**src/rtl/regfile_access_ctrl.sv**
```systemverilog
// Regfile initiator: fetches rs1/rs2 operands over two read ports and issues writebacks
// over the write port, with x0 handling, RAW stalls against in-flight writes and ack timeouts.
module regfile_access_ctrl #(
  parameter int TIMEOUT_CYCLES = 16
) (
  input  logic        clk,
  input  logic        reset,
  input  logic        dec_valid,
  output logic        dec_ready,
  input  logic [4:0]  dec_rs1,
  input  logic [4:0]  dec_rs2,
  input  logic        dec_use_rs1,
  input  logic        dec_use_rs2,
  output logic        op_valid,
  input  logic        op_ready,
  output logic [31:0] op_rs1_data,
  output logic [31:0] op_rs2_data,
  input  logic        wb_valid,
  output logic        wb_ready,
  input  logic [4:0]  wb_rd,
  input  logic [31:0] wb_data,
  output logic [4:0]  rd_addr_a,
  output logic [4:0]  rd_addr_b,
  output logic        rd_addr_a_valid,
  output logic        rd_addr_b_valid,
  input  logic [31:0] rd_data_a,
  input  logic [31:0] rd_data_b,
  input  logic        rd_data_a_ack,
  input  logic        rd_data_b_ack,
  output logic [4:0]  wr_addr,
  output logic [31:0] wr_data,
  output logic        wr_data_valid,
  input  logic        wr_ack,
  output logic        err_timeout
);

  localparam int CW = $clog2(TIMEOUT_CYCLES + 1);
  localparam logic [CW-1:0] T_MAX = CW'(TIMEOUT_CYCLES);

  typedef enum logic [1:0] {R_IDLE, R_REQ, R_OUT} r_state_t;
  typedef enum logic [1:0] {W_IDLE, W_REQ, W_DRAIN} w_state_t;

  r_state_t      r_state, r_next;
  w_state_t      w_state, w_next;
  logic          need_a, need_b, dec_fire, wb_fire, wb_real, w_busy, hazard;
  logic          r_tick, w_tick;
  logic [CW-1:0] r_cnt, w_cnt;

  assign need_a   = dec_use_rs1 && (dec_rs1 != 5'd0);
  assign need_b   = dec_use_rs2 && (dec_rs2 != 5'd0);
  assign wb_ready = (w_state == W_IDLE) && !wr_ack;
  assign wb_fire  = wb_valid && wb_ready;
  assign wb_real  = wb_fire && (wb_rd != 5'd0);
  // wr_addr is never 0 while busy, since x0 writebacks are dropped at accept
  assign w_busy   = (w_state == W_REQ) || (w_state == W_DRAIN);
  assign hazard   = (need_a && ((w_busy && dec_rs1 == wr_addr) || (wb_real && dec_rs1 == wb_rd))) ||
                    (need_b && ((w_busy && dec_rs2 == wr_addr) || (wb_real && dec_rs2 == wb_rd)));
  assign dec_ready = (r_state == R_IDLE) && !rd_data_a_ack && !rd_data_b_ack && !hazard;
  assign dec_fire  = dec_valid && dec_ready;
  assign op_valid  = (r_state == R_OUT);

  always_ff @(posedge clk) begin
    if (reset) begin
      r_state <= R_IDLE;
      w_state <= W_IDLE;
    end else begin
      r_state <= r_next;
      w_state <= w_next;
    end
  end

  always_comb begin
    r_next = r_state;
    case (r_state)
      R_IDLE:  if (dec_fire) r_next = (need_a || need_b) ? R_REQ : R_OUT;
      R_REQ:   if ((!rd_addr_a_valid || rd_data_a_ack) && (!rd_addr_b_valid || rd_data_b_ack))
                 r_next = R_OUT;
      R_OUT:   if (op_ready) r_next = R_IDLE;
      default: r_next = R_IDLE;
    endcase
  end

  always_comb begin
    w_next = w_state;
    case (w_state)
      W_IDLE:  if (wb_real) w_next = W_REQ;
      W_REQ:   if (wr_ack) w_next = W_DRAIN;
      W_DRAIN: if (!wr_ack) w_next = W_IDLE;
      default: w_next = W_IDLE;
    endcase
  end

  // Read port requests and operand capture; a port drops its valid right after its ack
  always_ff @(posedge clk) begin
    if (reset) begin
      rd_addr_a       <= 5'd0;
      rd_addr_b       <= 5'd0;
      rd_addr_a_valid <= 1'b0;
      rd_addr_b_valid <= 1'b0;
      op_rs1_data     <= 32'd0;
      op_rs2_data     <= 32'd0;
    end else if (dec_fire) begin
      rd_addr_a       <= dec_rs1;
      rd_addr_b       <= dec_rs2;
      rd_addr_a_valid <= need_a;
      rd_addr_b_valid <= need_b;
      op_rs1_data     <= 32'd0;
      op_rs2_data     <= 32'd0;
    end else if (r_state == R_REQ) begin
      if (rd_addr_a_valid && rd_data_a_ack) begin
        op_rs1_data     <= rd_data_a;
        rd_addr_a_valid <= 1'b0;
      end
      if (rd_addr_b_valid && rd_data_b_ack) begin
        op_rs2_data     <= rd_data_b;
        rd_addr_b_valid <= 1'b0;
      end
    end
  end

  always_ff @(posedge clk) begin
    if (reset) begin
      wr_addr       <= 5'd0;
      wr_data       <= 32'd0;
      wr_data_valid <= 1'b0;
    end else if (w_state == W_IDLE && wb_real) begin
      wr_addr       <= wb_rd;
      wr_data       <= wb_data;
      wr_data_valid <= 1'b1;
    end else if (w_state == W_REQ && wr_ack) begin
      wr_data_valid <= 1'b0;
    end
  end

  // Timeout counters tick only on REQ cycles that end without the request completing
  assign r_tick = (r_state == R_REQ) && (r_next == R_REQ) && (r_cnt != T_MAX);
  assign w_tick = (w_state == W_REQ) && (w_next == W_REQ) && (w_cnt != T_MAX);

  always_ff @(posedge clk) begin
    if (reset) begin
      r_cnt       <= '0;
      w_cnt       <= '0;
      err_timeout <= 1'b0;
    end else begin
      if (r_next != r_state) r_cnt <= '0;
      else if (r_tick)       r_cnt <= r_cnt + 1'b1;
      if (w_next != w_state) w_cnt <= '0;
      else if (w_tick)       w_cnt <= w_cnt + 1'b1;
      if ((r_tick && r_cnt == T_MAX - 1'b1) || (w_tick && w_cnt == T_MAX - 1'b1))
        err_timeout <= 1'b1;
    end
  end

endmodule

```
**config.mk**
```make
export PLATFORM = sky130hd
export DESIGN_NAME = regfile_access_ctrl
export DESIGN_NICKNAME = d
export VERILOG_FILES = /design/src/rtl/regfile_access_ctrl.sv
export SDC_FILE = /design/constraint.sdc
export NUM_CORES = 1
export LEC_CHECK = 0
export BUFFER_PORTS_ARGS = -buffer_cell sky130_fd_sc_hd__buf_2
export CORE_AREA = 2 2 105 107
export CTS_CLUSTER_DIAMETER = 40
export CTS_CLUSTER_SIZE = 16
export DETAILED_ROUTE_END_ITERATION = 16
export DIE_AREA = 0 0 107 109
export MAX_ROUTING_LAYER = met4
export PLACE_DENSITY = 0.85
export SYNTH_ARGS = -nofsm -noshare
export SYNTH_HDL_FRONTEND = slang
export SYNTH_SLANG_ARGS = --single-unit
```
**constraint.sdc**
```tcl
create_clock -name clk -period 4.1 [get_ports clk]
set_input_delay 0 -clock clk [delete_from_list [all_inputs] [get_ports clk]]
set_output_delay 0 -clock clk [all_outputs]
set_load 0.01 [all_outputs]
```
==> impl_metrics.py, run 1 <==
metrics = {
    "cts": {
        "cts_resized": 0,
        "cts_buffer_depth": 2,
        "root_buffer": "clkbuf_8",
        "clock_latency_ps": 510,
        "cts_made_buffers": 17,
        "h-tree-depth": 4,
        "numClockSinks": 129,
        "cts_tree": "yes",
        "path_clk_slew_ps": 60,
    },
    "logic_synthesis": {
        "synthesis.instances": 651,
        "ys_ff_latch": 129,
        "syn-num-nets": 782,
        "yosysWarnings": 0,
        "postSynthAreaPerCell_um2": 8.10,
        "synth_edf_count": 0,
        "ys.flop_type": "dfxtp_1",
        "ys_seq_area_share_pct": 48.9,
        "async_flop_share_pct": 0,
        "synth.distinct_cells": 46,
        "netlist_area_mm2": 0.00528,
    },
    "final_layout": {
        "drive_gt1_share_pct": 27.8,
        "instances_no_fill": 1146,
        "fin_nets": 1125,
        "syn_to_final_growth_pct": 56.2,
        "regArea_mm2": 0.00258,
        "multi_input_comb_area_mm2": 0.00247,
        "fill_cells": 628,
    },
    "floorplan": {
        "core_area_mm2": 0.0106,
        "dieArea_mm2": 0.0117,
        "dieWidth_um": 107,
        "io_pins": 239,
        "initial_core_util_pct": 49.8,
        "rows": 38,
        "die_h_um": 109,
    },
    "setup_path": {
        "cp_slowest_cell": "a21boi_1",
        "r2r_start": "w_state[0]",
        "worstPathMaxFanout": 33,
        "r2r_slack_ps": 1430,
        "startpoint": "w_state[0]",
        "crit_family": "compound AO/OA/AOI/OAI gates",
        "cp-start-kind": "flip-flop",
        "critPathCaptureType": "flip-flop",
        "path_cells": "inv_1 -> ha_1 -> and3b_1 -> o21a_1 -> buf_4 -> o21ai_1 -> a21boi_1 -> mux2i_1 -> nor2_1",
        "critPathBufInv": 2,
        "rr_worst_depth": 9,
        "critPathKind": "reg -> reg",
        "worst_path_largest_cell_delay_ps": 430,
        "arrival_ps": 3040,
        "rr_endpoint": "w_cnt[1]",
        "critical_path_required_ps": 4470,
    },
    "timing": {
        "final_hold_viol_count": 0,
        "min_period_ps": 2670,
        "finalMaxSlewViolations": 0,
        "fmaxAchievable_mhz": 374,
        "worst_pin_slew_ps": 1230,
        "tns_ps": 0,
        "relSlewSlack_pct": 17.6,
        "skew_ps": 13.8,
        "period_share_pct": 65.2,
        "setup_violations": 0,
        "setup_ws_ps": 1430,
        "rsz0062_at_grt": "false",
    },
    "flow_run": {
        "cap_violations": 0,
    },
    "hold_path": {
        "hp-class": "in -> reg",
        "hold_depth": 3,
        "min-delay-start": "rd_data_b_ack",
        "min_to": "r_state[0]",
    },
    "detailed_routing": {
        "totalWireLength_um": 18200,
        "drc": 0,
        "wl_per_cell_um": 15.9,
        "detail_route.first_pass.iterations": 5,
        "num_vias": 6027,
        "drtIter0Drc": 532,
        "vias_per_cell": 5.26,
        "ant_nets": 0,
    },
    "placed_design": {
        "dp.cells": 998,
        "dp.final_hpwl_um": 9950,
        "port_buffers": 238,
        "routabilityCongestion": 0.820,
        "pre_cts_slack_ps": 1540,
    },
    "global_route": {
        "grt_util_all_layers_pct": 30.9,
        "grt_pass1_wl_um": 27600,
        "antenna_found_initial": 0,
        "gr-total-overflow": 0,
        "grt_max_degree": 70,
        "grt_pass1_vias": 5828,
    },
    "power": {
        "peakVddDrop_uv": 257,
        "p_int_mw": 2.36,
        "p_seq_share_pct": 42.5,
        "p_leak_nw": 3.58,
        "power.switching_mw": 0.717,
        "clock_power_share_pct": 45.5,
        "power_density_mw_per_mm2": 373,
        "sw_frac_of_total_pct": 23.3,
        "p_comb_share_pct": 12.0,
    },
    "status": {
        "status": "finished clean",
    },
}
[layer usage]
| metal | part of all wire, % | GRT usage, % | vias up |
|---|---|---|---|
| met1 | 39 | 34.6 | 2783 |
| met3 | 8.6 | 7.59 | 64 |
| met2 | 49 | 51.5 | 347 |
| met5 | 0 | - | - |
| met4 | 3.4 | 15.9 | 0 |
| li1 | - | - | 2833 |
[cell usage after synthesis, drive strengths merged (2+ instances only)]
library cell,number,area [µm²]
a2111oi,2,17.5
a211oi,3,22.5
a21boi,2,15.0
a21oi,105,526
a221oi,3,26.3
a22oi,2,15.0
and3,4,25.0
buf,11,73.8
clkbuf,28,105
dfxtp,129,2580
ha,10,125
inv,14,52.6
mux2i,12,120
nand2,211,792
nand2b,20,125
nand3,5,25.0
nand4,3,18.8
nor2,22,82.6
nor3,9,45.0
nor4,2,12.5
o21a,2,15.0
o21ai,7,50.1
o41ai,3,26.3
or3,3,18.8
or4,3,26.3
xnor2,19,166
xor2,6,52.6
[how the worst max path moves through the flow]
| stage | end | slack [ps] | cells past startpoint |
|---|---|---|---|
| after floorplan | r_cnt[2] | 1860 | 11 |
| after global routing | w_cnt[1] | 1280 | 9 |
| after detailed placement | w_cnt[1] | 1540 | 9 |
| after global placement | w_cnt[1] | 1620 | 9 |
| final | w_cnt[1] | 1430 | 9 |
| after CTS | w_cnt[1] | 1480 | 9 |
[placed cells by master (no fill, tap or decap), types with 3 or more instances in the layout]
master and instances:
buf_4 8, or3_1 3, o41ai_1 3, clkbuf_16 16
nand2b_1 20, clkbuf_1 4, mux2i_1 12, o21ai_0 3
nand3_1 5, nand4_1 3, nand2_1 211, clkinv_2 5
buf_2 238, nor2_1 22, clkbuf_8 3, xnor2_1 19
a211oi_1 3, a221oi_1 3, dfxtp_1 129, nor3_1 9
ha_1 10, dlygate4sd3_1 117, xor2_1 6, inv_1 14
and3_1 4, a21oi_1 105
[state kept, by name, summed over array words and instances (netlist names), 5 cells and up]
signal	cells
op_rs2_data	32
r_cnt	5
op_rs1_data	32
wr_data	32
wr_addr	5
rd_addr_b	5
rd_addr_a	5
w_cnt	5
[logic make-up (layout without fill, tap and decap cells)]
| kind of cell | count (synthesis) | after routing | synth area share [%] |
|---|---|---|---|
| flops | 129 | 129 | 48.9 |
| compound gates | 135 | 135 | 14.8 |
| xor+xnor | 25 | 25 | 4.15 |
| mux | 13 | 13 | 2.49 |
| other cells | 0 | 1 | 0 |
| fa+ha+maj | 10 | 10 | 2.37 |
| buf+inv | 53 | 407 | 4.39 |
| simple gates | 286 | 286 | 22.9 |
[power by group through the flow]
stage	Sequential [mW]	Clock, mW	Combinational (mW)
after floorplan	1.34	0	0.130
after global placement	1.33	0	0.260
after detailed placement	1.33	0	0.263
after CTS	1.30	1.41	0.352
after global routing	1.31	1.47	0.395
final	1.31	1.40	0.369
[stage by stage]
step / area, µm² / hold WS, ps / utilization [%] / power [mW]
after CTS: 8240 / 4.50 / 77.7 / 3.07
after global placement: 6530 / 240 / 61.6 / 1.59
after detailed placement: 6530 / 245 / 61.6 / 1.59
after floorplan: 5280 / 42.9 / - / 1.47
after global routing: 8240 / 18.8 / 77.7 / 3.18
final: 8240 / 24.2 / 77.7 / 3.07
[worst register-to-register path: stages (launching register included)]
cell	delay [ps]
dfxtp_1	380
inv_1	110
ha_1	230
and3b_1	360
o21a_1	210
buf_4	340
o21ai_1	190
a21boi_1	430
mux2i_1	250
nor2_1	50
[layout make-up]
class	count	area share (%)
tap	140	2.13
timing repair buffer	363	29.4
inverter	14	0.638
sequential	129	31.3
multi-input combinational	469	29.9
antenna	1	0.0304
clock inverter	7	1.03
clock buffer	23	5.54
[repair_timing]
| item | in CTS | in global routing |
|---|---|---|
| buffers inserted | 0 | 0 |
| hold endpoints to repair | 117 | 0 |
| hold buffers | 117 | 0 |
(Power assumes the default switching activity.)
==> inputs of run 2 (changes only) <==
--- a/config.mk
+++ b/config.mk
@@ -6,13 +6,13 @@
 export NUM_CORES = 1
 export LEC_CHECK = 0
 export BUFFER_PORTS_ARGS = -buffer_cell sky130_fd_sc_hd__buf_2
-export CORE_AREA = 2 2 105 107
+export CORE_AREA = 2 2 109 111
 export CTS_CLUSTER_DIAMETER = 40
 export CTS_CLUSTER_SIZE = 16
 export DETAILED_ROUTE_END_ITERATION = 16
-export DIE_AREA = 0 0 107 109
+export DIE_AREA = 0 0 111 113
 export MAX_ROUTING_LAYER = met4
-export PLACE_DENSITY = 0.85
+export PLACE_DENSITY = 0.79
 export SYNTH_ARGS = -nofsm -noshare
 export SYNTH_HDL_FRONTEND = slang
 export SYNTH_SLANG_ARGS = --single-unit
==> constraint.sdc (replaced) <==
create_clock -name clk -period 2.7 [get_ports clk]
set_input_delay 0 -clock clk [delete_from_list [all_inputs] [get_ports clk]]
set_output_delay 0 -clock clk [all_outputs]
set_load 0.01 [all_outputs]
==> run 2 against run 1 <==
- combinational power grew 49%
- register-to-register slack worse by 1100 ps
- worst setup slack got worse by 1100 ps
- clock power increased by 56%
- clock skew down 6.9 ps
- design area grew 0.33%
- routed wire length down 4.7%
- largest cell class unchanged
==> impl_metrics.py, run 2 (synthesized netlist as in run 1, its figures left out) <==
metrics = {
    "global_route": {
        "gr-total-overflow": 0,
        "grt_pass1_wl_um": 28100,
        "antenna_found_initial": 0,
        "grt_util_all_layers_pct": 28.6,
        "grt_max_degree": 69,
        "grt_pass1_vias": 5865,
    },
    "cts": {
        "cts_resized": 0,
        "root_buffer": "clkbuf_16",
        "h-tree-depth": 4,
        "clock_latency_ps": 410,
        "cts_buffer_depth": 2,
        "cts_made_buffers": 17,
        "numClockSinks": 129,
        "cts_tree": "yes",
        "path_clk_slew_ps": 50,
    },
    "final_layout": {
        "layout_common_cells": "238 x buf_2, 211 x nand2_1, 129 x dfxtp_1",
        "fin_nets": 1125,
        "regArea_mm2": 0.00258,
        "layout.cells.most_common": "buf_2",
        "drive_gt1_share_pct": 28.0,
        "top_regs": "op_rs1_data (32), op_rs2_data (32), wr_data (32)",
        "multi_input_comb_area_mm2": 0.00247,
        "fill_cells": 739,
        "syn_to_final_growth_pct": 56.7,
        "diodes": 0,
    },
    "timing": {
        "skew_ps": 6.93,
        "final_hold_viol_count": 0,
        "period_share_pct": 88.7,
        "min_period_ps": 2400,
        "fmaxAchievable_mhz": 417,
        "rsz0062_at_grt": "false",
        "finalMaxSlewViolations": 0,
        "worst_pin_slew_ps": 533,
        "relSlewSlack_pct": 64.4,
        "tns_ps": 0,
        "setup_violations": 0,
    },
    "flow_run": {
        "cap_violations": 0,
    },
    "setup_path": {
        "arrival_ps": 2670,
        "critical_path_required_ps": 2980,
        "critPathCaptureType": "flip-flop",
        "path_cells": "dlygate4sd3_1 -> buf_2 -> or4_1 -> o21ai_2 -> nor3_1 -> or3_1 -> o21bai_4 -> buf_12 -> a21oi_1",
        "critPathKind": "in -> reg",
        "critPathBufInv": 3,
        "worst_path_largest_cell_delay_ps": 550,
        "worstPathMaxFanout": 68,
        "r2r_slack_ps": 340,
        "cp-start-kind": "input port",
        "cp_slowest_cell": "or4_1",
        "crit_family": "simple AND/OR/NAND/NOR gates",
    },
    "floorplan": {
        "dieWidth_um": 111,
        "core_area_mm2": 0.0113,
        "io_pins": 239,
        "rows": 39,
        "dieArea_mm2": 0.0125,
        "die_h_um": 113,
        "initial_core_util_pct": 46.8,
    },
    "power": {
        "total_power_mw": 4.72,
        "peakVddDrop_uv": 437,
        "power_density_mw_per_mm2": 571,
        "p_leak_nw": 3.59,
    },
    "detailed_routing": {
        "totalWireLength_um": 17300,
        "num_vias": 5886,
        "ant_nets": 0,
        "detail_route.first_pass.iterations": 6,
        "vias_per_cell": 5.13,
        "drc": 0,
        "drtIter0Drc": 478,
        "wl_per_cell_um": 15.1,
    },
    "hold_path": {
        "hp-class": "in -> reg",
    },
    "status": {
        "status": "finished clean",
    },
    "placed_design": {
        "dp.final_hpwl_um": 9920,
        "routabilityCongestion": 0.845,
        "port_buffers": 238,
    },
}
run 2: final cells by class:
class / instances / share of cell area (%)
Inverter: 14 / 0.635
Tap cell: 143 / 2.16
Clock buffer: 23 / 5.78
Timing Repair Buffer: 363 / 29.4
Multi-Input combinational cell: 469 / 29.8
Sequential cell: 129 / 31.2
Clock inverter: 6 / 0.998
run 2: worst register-to-register path: stages (launching register included):
cell and delay (ps):
dfxtp_1 370, inv_1 100, ha_1 220, and3b_1 330, o21ai_2 110, o32ai_2 520, o21bai_4 140, buf_12 210
nor4_1 270
run 2: routing by layer:
layer  vias up  wire, µm  GRT usage (%)
met5         -         0              -
met1      2712      6900           31.1
met3        46      1450           7.71
met4         0       542           14.5
met2       300      8430           48.5
li1       2828         -              -
run 2: repair_timing:
item / CTS / global route
buffers inserted: 0 / 0
hold buffers: 115 / 0
hold endpoints to repair: 116 / 0
endpoints found under the setup margin: 0 / 0
run 2: worst paths after layout:
kind	cells past startpoint	startpoint	to
max	9	dec_rs2[2]	op_rs1_data[9]
max reg2reg	8	w_state[0]	r_cnt[2]
min reg2reg	2	wr_data[12]	wr_data[12]
min	2	reset	err_timeout
run 2: per-stage QoR:
stage | hold slack (ps) | cell area (µm²) | utilization (%) | instances | setup slack, ps
after floorplan | 42.9 | 5280 | - | 651 | 456
after global placement | 240 | 6560 | 58.2 | 1003 | 400
after detailed placement | 247 | 6560 | 58.2 | 1003 | 362
after CTS | 28.2 | 8270 | 73.4 | 1147 | 321
after global routing | 79.8 | 8270 | 73.4 | 1147 | 70.6
final | 46.4 | 8270 | 73.4 | 1147 | 304
run 2: where the power goes:
part | internal [mW] | total, mW | switching (mW) | leakage [nW]
Sequential | 1.95 | 1.98 | 0.0324 | 1.04
Combinational | 0.288 | 0.551 | 0.263 | 2.27
Clock | 1.41 | 2.19 | 0.779 | 0.275
